### config.mk
export PLATFORM = sky130hd
export DESIGN_NAME = ppu_sched
export DESIGN_NICKNAME = d
export VERILOG_FILES = /design/src/rtl/ppu_sched.sv
export SDC_FILE = /design/constraint.sdc
export NUM_CORES = 1
export LEC_CHECK = 0
export ABC_CLOCK_PERIOD_IN_PS = 5800
export CAP_MARGIN = 5
export CORE_ASPECT_RATIO = 1.75
export CORE_MARGIN = 4
export CORE_UTILIZATION = 51
export DETAILED_ROUTE_END_ITERATION = 6
export PLACE_DENSITY = 0.85
export SYNTH_ARGS = -nofsm -noshare
export SYNTH_HDL_FRONTEND = slang
export SYNTH_SLANG_ARGS = --single-unit
### constraint.sdc
create_clock -name clk -period 5.8 [get_ports clk]
set_clock_uncertainty 0.15 [all_clocks]
set_input_delay 1.16 -clock clk [delete_from_list [all_inputs] [get_ports clk]]
set_output_delay 1.16 -clock clk [all_outputs]
set_load 0.005 [all_outputs]
### src/rtl/ppu_sched.sv
// ppu_sched: front-end controller for the PPU input port.
//
// Arbitrates two byte requesters (host stream on port 0, aux seed source on port 1) onto the
// PPU's single stb/ack handshake using round-robin. It also owns the PPU mode select, changing
// it only on sync (frame start) cycles. The mode can auto-cycle with a programmable dwell or be
// overridden by a host write.
//
// Optional feature macro: PPU_SCHED_TIMEOUT_EN
//   defined   - WAIT gives up after TIMEOUT cycles without ppu_ack and sets the sticky err flag.
//   undefined - WAIT holds until ppu_ack; err is tied low and err_clr is ignored.
//
// Ports:
//   clk, rst            clock; synchronous active-high reset
//   sync                one-cycle frame-start pulse
//   data0/stb0/ack0     requester 0 (host) byte, strobe, accept pulse
//   data1/stb1/ack1     requester 1 (aux) byte, strobe, accept pulse
//   ppu_data/ppu_stb    byte and one-cycle strobe to the PPU
//   ppu_ack             PPU accept (sampled only while waiting)
//   mode                PPU mode select
//   auto_en/dwell       auto mode cycling enable and frames per mode (0 behaves as 1)
//   mode_wr/mode_wdata  host mode write, applied at the next sync
//   err/err_clr         sticky timeout flag and its clear
module ppu_sched #(
   parameter int unsigned MODE_LAST = 5,
   parameter int unsigned TIMEOUT   = 16
) (
   input  logic       clk,
   input  logic       rst,
   input  logic       sync,
   input  logic [7:0] data0,
   input  logic       stb0,
   output logic       ack0,
   input  logic [7:0] data1,
   input  logic       stb1,
   output logic       ack1,
   output logic [7:0] ppu_data,
   output logic       ppu_stb,
   input  logic       ppu_ack,
   output logic [2:0] mode,
   input  logic       auto_en,
   input  logic [7:0] dwell,
   input  logic       mode_wr,
   input  logic [2:0] mode_wdata,
   output logic       err,
   input  logic       err_clr
);

   typedef enum logic [1:0] {StIdle, StSend, StWait, StDone} state_e;

   state_e     state_q, state_d;
   logic       last_q, last_d;     // last granted requester
   logic       gnt_q, gnt_d;       // requester owning the current transfer
   logic [7:0] ppu_data_q, ppu_data_d;
   logic       ppu_stb_q, ppu_stb_d;
   logic       ack0_q, ack0_d;
   logic       ack1_q, ack1_d;
   logic       gnt_sel;
   logic       timeout;

   logic [2:0] mode_q, mode_d;
   logic [7:0] frame_cnt_q, frame_cnt_d;
   logic       pend_vld_q, pend_vld_d;
   logic [2:0] pend_q, pend_d;
   logic [7:0] dwell_last;

`ifdef PPU_SCHED_TIMEOUT_EN
   logic [7:0] wait_cnt_q, wait_cnt_d;
   logic       err_q, err_d;

   // wait_cnt_q counts completed WAIT cycles; the last allowed one is TIMEOUT-1.
   assign timeout = (wait_cnt_q == 8'(TIMEOUT - 1));
   assign err     = err_q;
`else
   logic unused_cfg;

   assign timeout    = 1'b0;
   assign err        = 1'b0;
   assign unused_cfg = ^{err_clr, 8'(TIMEOUT)};
`endif

   // Transfer FSM and arbitration
   always_comb begin
      state_d    = state_q;
      last_d     = last_q;
      gnt_d      = gnt_q;
      ppu_data_d = ppu_data_q;
      ppu_stb_d  = 1'b0;
      ack0_d     = 1'b0;
      ack1_d     = 1'b0;
      gnt_sel    = (stb0 && stb1) ? ~last_q : stb1;
`ifdef PPU_SCHED_TIMEOUT_EN
      wait_cnt_d = wait_cnt_q;
      err_d      = err_clr ? 1'b0 : err_q;
`endif
      case (state_q)
         StIdle: begin
            if (stb0 || stb1) begin
               gnt_d      = gnt_sel;
               last_d     = gnt_sel;
               ppu_data_d = gnt_sel ? data1 : data0;
               ppu_stb_d  = 1'b1;
               state_d    = StSend;
            end
         end
         StSend: begin
            state_d = StWait;
`ifdef PPU_SCHED_TIMEOUT_EN
            wait_cnt_d = 8'd0;
`endif
         end
         StWait: begin
            if (ppu_ack || timeout) begin
               // A timed-out byte is dropped but the requester is still released.
               ack0_d  = ~gnt_q;
               ack1_d  = gnt_q;
               state_d = StDone;
`ifdef PPU_SCHED_TIMEOUT_EN
               if (!ppu_ack) begin
                  err_d = 1'b1;
               end
`endif
            end else begin
`ifdef PPU_SCHED_TIMEOUT_EN
               wait_cnt_d = wait_cnt_q + 8'd1;
`endif
            end
         end
         StDone:  state_d = StIdle;
         default: state_d = StIdle;
      endcase
   end

   // Mode sequencing; mode only ever moves on a sync cycle
   always_comb begin
      mode_d      = mode_q;
      frame_cnt_d = frame_cnt_q;
      pend_vld_d  = pend_vld_q;
      pend_d      = pend_q;
      dwell_last  = (dwell == 8'd0) ? 8'd0 : dwell - 8'd1;

      // 3-bit write data is already within the 0..7 clamp range.
      if (mode_wr) begin
         pend_vld_d = 1'b1;
         pend_d     = mode_wdata;
      end

      if (sync) begin
         if (mode_wr || pend_vld_q) begin
            // A write coincident with sync takes effect at that same sync.
            mode_d      = mode_wr ? mode_wdata : pend_q;
            frame_cnt_d = 8'd0;
            pend_vld_d  = 1'b0;
         end else if (auto_en && (frame_cnt_q >= dwell_last)) begin
            // >= also wraps host-written modes above MODE_LAST.
            mode_d      = (mode_q >= 3'(MODE_LAST)) ? 3'd0 : mode_q + 3'd1;
            frame_cnt_d = 8'd0;
         end else if (frame_cnt_q != 8'hFF) begin
            frame_cnt_d = frame_cnt_q + 8'd1;
         end
      end
   end

   always_ff @(posedge clk) begin
      if (rst) begin
         state_q     <= StIdle;
         last_q      <= 1'b1;
         gnt_q       <= 1'b0;
         ppu_data_q  <= 8'd0;
         ppu_stb_q   <= 1'b0;
         ack0_q      <= 1'b0;
         ack1_q      <= 1'b0;
         mode_q      <= 3'd0;
         frame_cnt_q <= 8'd0;
         pend_vld_q  <= 1'b0;
         pend_q      <= 3'd0;
`ifdef PPU_SCHED_TIMEOUT_EN
         wait_cnt_q  <= 8'd0;
         err_q       <= 1'b0;
`endif
      end else begin
         state_q     <= state_d;
         last_q      <= last_d;
         gnt_q       <= gnt_d;
         ppu_data_q  <= ppu_data_d;
         ppu_stb_q   <= ppu_stb_d;
         ack0_q      <= ack0_d;
         ack1_q      <= ack1_d;
         mode_q      <= mode_d;
         frame_cnt_q <= frame_cnt_d;
         pend_vld_q  <= pend_vld_d;
         pend_q      <= pend_d;
`ifdef PPU_SCHED_TIMEOUT_EN
         wait_cnt_q  <= wait_cnt_d;
         err_q       <= err_d;
`endif
      end
   end

   assign ack0     = ack0_q;
   assign ack1     = ack1_q;
   assign ppu_data = ppu_data_q;
   assign ppu_stb  = ppu_stb_q;
   assign mode     = mode_q;

endmodule

# [Yosys cells after proc, flatten, opt, wreduce, memory -nomap -nowiden]
# Index checks and enable logic that the tools add are counted.
[classes] n_eq_ne=6 mul=0 addsub=3 div_mod_pow=0 shift=0 muxes=17 bitwise=5 n_lt_le_gt_ge=2 reduce_logical=14
[op_table] op="2-to-1 mux 8 bit" n=5
[op_table] op="2-to-1 mux 3 bit" n=4
[op_table] op="adder 8 x 1 -> 8 bit (second input constant)" n=1
[op_table] op=">= comparator 8 bit" n=1
[op_table] op="zero test 8 bit" n=1
[op_table] op="inequality test 8 bit (second input constant)" n=1
[op_table] op="case mux 2 bit (4 select lines)" n=1
[op_table] op="AND reduction 2 bit" n=4
[op_table] op="subtractor 8 x 1 -> 8 bit (second input constant)" n=1
[op_table] op="2-to-1 mux 1 bit" n=5
[op_table] op="NOT 1 bit" n=5
[op_table] op="== test 2 bit (second input constant)" n=2
[op_table] op="2-to-1 mux 2 bit" n=2
[op_table] op="inequality test 2 bit (second input constant)" n=2
[op_table] op="adder 3 x 1 -> 3 bit (second input constant)" n=1
[op_table] op=">= comparator 3 bit (second input constant)" n=1
[op_table] op="nonzero test 3 bit" n=1
[op_table] op="OR reduction 3 bit" n=1
[op_table] op="== test 2 x 1 -> 1 bit (second input constant)" n=1
[op_table] op="logical AND 1 bit" n=2
[op_table] op="zero test 2 bit" n=1
[op_table] op="logical OR 1 bit" n=2
[op_table] op="nonzero test 2 bit" n=1
[op_table] op="OR reduction 2 bit" n=1
[totals] word_cells=58 latchBits=0 inputBits=36 ff_bits=30 mem_count=0 romBits=0 mem_bits_rw=0

# [Longest topological paths before layout]
[depth] word_depth=6 ltp_mapped=14 ltp_nobuf=13

# [Worst setup path after synthesis]
# Ideal clock, no wire load.
[synth_path] kind="in2reg" start="input port dwell[3]" end="register mode_q[2], in the netlist mode[2]" slack_ps=1735 t_arrival_ps=3798 cell_stages=11 required_time_ps=5533 path_buffers=0 setup_ps=117 cell_sequence="or3_1 or3_1 or3b_4 and2_4 ha_1 and3_1 o21ai_0 a31o_2 a21oi_1 o21ai_0 a32o_1"
[synth_between] elab_chain_cells=6
[synth_rtl] element="start, declared" line_no="41" text="input logic [7:0] dwell,"
[synth_rtl] element="subtractor 8 x 1 -> 8 bit / zero test 8 bit (equally long branches)" line_no="139" text="dwell_last = (dwell == 8'd0) ? 8'd0 : dwell - 8'd1;"
[synth_rtl] element="2-to-1 mux 8 bit *" line_no="139"
[synth_rtl] element=">= comparator 8 bit *" line_no="153" text="end else if (auto_en && (frame_cnt_q >= dwell_last)) begin"
[synth_rtl] element="logical AND 1 bit *" line_no="153"
[synth_rtl] element="nonzero test 2 bit (no source line) *"
[synth_rtl] element="AND reduction 2 bit (no source line) *"
[synth_rtl] element="end signal, assigned" line_no="188" text="mode_q <= mode_d;"
[synth_rtl] element="end, declared" line_no="60" text="logic [2:0] mode_q, mode_d;"
# Mark *: on every way between the ends. The rest lies on a longest branch, timed or not.
# A chain may end at the register's enable or synchronous reset.

# [Final worst setup path]
# Ends and elaborated chain as after synthesis.

==> results.sh <==
export IMPL_sw_frac_of_total_pct=30.2
export IMPL_p_per_area_nw_per_um2=273
export IMPL_synth_nets=265
export IMPL_critical_path_max_fanout=6
export IMPL_min_period_over_period_pct=77.9
export IMPL_clock_path_buffers=2
export IMPL_worstHoldPathType="reg2reg"
export IMPL_maxCapViolCount=0
export IMPL_synth_avg_cell_area_sq_um=8.28
export IMPL_yosysWarningCount=0
export IMPL_relSlewSlack_pct=25.0
export IMPL_drt_iter0_drc=21
export IMPL_clockPowerShare_pct=27.1
export IMPL_post_cts_resized=0
export IMPL_insertedDiodeCount=0
export IMPL_track_usage_pct=19.0
export IMPL_final_core_util_pct=70.3
export IMPL_viasPerCell=5.64
export IMPL_cts_buffers=5
export IMPL_die_h_um=86.0
export IMPL_ys_ff_latch=30
export IMPL_end_kind="register"
export IMPL_mostFrequentLayoutCells="clkdlybuf4s50_1, dfxtp_1, nor2_1"
export IMPL_status="finished clean"
export IMPL_p_sw_uw=195
export IMPL_synth_flop_cell="dfxtp_1"
export IMPL_grt_pass1_vias=1594
export IMPL_syn_inst=214
export IMPL_fin_hold_ws_ps=314
export IMPL_cp_start_kind="primary input"
export IMPL_leakage_uw=0.000924
export IMPL_finalNetCount=311
export IMPL_worst_slew_pin_transition_ps=1120
export IMPL_dieArea_sq_um=4520
export IMPL_syn_area_sq_um=1770
export IMPL_rsz0062_at_grt="false"
export IMPL_cts_hold_buf=0
export IMPL_die_w_um=52.6
export IMPL_peakVddDrop_mv=0.240
export IMPL_crit_arrival_ps=4540
export IMPL_dr_pass1_iters=4
export IMPL_finalSetupTns_ps=0
export IMPL_ys_async_sr_fraction_pct=0
export IMPL_area_delta_synth_final_pct=33.5
export IMPL_worst_setup_path_type="in2reg"
export IMPL_cts_setup_buffers=0
export IMPL_max_freq_mhz=221
export IMPL_drc=0
export IMPL_grt_pass1_wl_um=6660
export IMPL_yosysSeqAreaShare_pct=33.9
export IMPL_cts_sinks=30
export IMPL_fin_ws_ps=1280
export IMPL_vias=1725
export IMPL_wire_per_inst_um=12.8
export IMPL_drt_wl_total_um=3930
export IMPL_yosysUniqueCellTypes=39
export IMPL_antenna_found_initial=0
export IMPL_final_common_cell="clkdlybuf4s50_1"
export IMPL_comb_power_share_pct=32.6
export IMPL_h_tree_depth=2
export IMPL_hold_viol_final=0
export IMPL_worst_ep_required_time_ps=5820
export IMPL_drive_above_1_share_pct=5.75
export IMPL_hpwl_um=2990
export IMPL_coreArea_sq_um=3360
export IMPL_grt_overflow=0
export IMPL_post_place_ws_ps=1010
export IMPL_finalSetupViolations=0
export IMPL_clock_latency_ps=280
export IMPL_tritoncts="yes"
export IMPL_clkTransAtPathRegs_ps=70
export IMPL_grt_start_max_net_pins=31
export IMPL_cts_root_buf="clkbuf_8"
export IMPL_ios=51
export IMPL_report_final_slew_viol_count=0
export IMPL_initial_utilization_pct=52.7
export IMPL_min_period_ps=4520
export IMPL_power_frac_seq_pct=40.3
export IMPL_num_rows=28
export IMPL_p_int_uw=451
export IMPL_synth_edf_count=0
export IMPL_postRouteAntennaNets=0
export IMPL_port_buffers=48
export IMPL_place_gp_congestion=0.838
registers in the layout, indices dropped and copies added, names as in the netlist:
register and flops:
ppu_stb 1, ack1 1, mode 3, last_q 1, pend_vld_q 1, ack0 1
frame_cnt_q 8, state_q 2, gnt_q 1, ppu_data 8, pend_q 3
worst max-delay path, stage by stage:
cell and delay (ps):
clkdlybuf4s50_1 460, or3_1 410, or3_1 340, or3b_4 440
and2_4 170, ha_1 270, and3_1 140, o21ai_0 70
a31o_2 260, a21oi_1 380, o21ai_0 160, a32o_1 280
synth_stat cells (3+ instances only):
cell type  count  share of area (%)
nor3b_1        3                1.3
nand2_1       16                3.4
xor2_1         3                1.5
nand4_1        5                1.8
o21ai_0        6                1.7
buf_2          3               0.85
ha_1          15                 11
mux2i_1       12                6.8
a31oi_1        4                1.4
nor2_1        28                5.9
or3_1          4                1.4
a21oi_1        8                2.3
nand2b_1       4                1.4
clkbuf_1       6                1.3
dfxtp_1       30                 34
nand3_1        8                2.3
nor3_1         8                2.3
a211oi_1      16                6.8
inv_1         10                2.1
cell type report:
type,count,area [sq um]
fill,290,997
timing repair buffer,49,488
clock inverter,2,12.5
multi-input combinational,164,1090
tap,45,56.3
clock buffer,6,82.6
sequential,30,601
inverter,10,37.5
kinds of logic after synthesis:
logic type | share of synthesized area [%]
compound gates | 18.3
xor+xnor | 1.98
fa+ha+maj | 10.6
buf+inv | 4.66
flops | 33.9
mux | 7.42
other cells | 0.212
simple gates | 23.0
power by group through the flow:
stage,sequential [uW],combinational [uW],clock [uW]
2_1_floorplan,265,119,0
3_5_place_dp,265,213,0
3_3_place_gp,264,208,0
5_1_grt,266,238,190
4_1_cts,261,214,180
6_report,261,211,175
final timing paths:
check                                    start      end  depth (start not counted)  slack [ps]
worst max-delay path                  dwell[3]  mode[2]                         12        1280
worst max register to register  frame_cnt_q[0]  mode[2]                          8        3440
worst min-delay path                     gnt_q     ack0                          1         310
worst min register to register           gnt_q     ack0                          1         310
metal layers:
layer  GRT usage (%)  vias up  routed length, um
met5               0        -                  0
met3            5.39        5                247
met1            19.3      800               1510
li1                -      869                  -
met2            34.7       51               2110
met4            7.91        0                 59
per-stage QoR:
step	std cells	area (sq um)	total power, uW
2_1_floorplan	214	1770	384
3_3_place_gp	298	2270	472
3_5_place_dp	298	2270	478
4_1_cts	306	2370	655
5_1_grt	306	2370	694
6_report	306	2370	646
No activity file was read; power rests on OpenSTA's default activity.
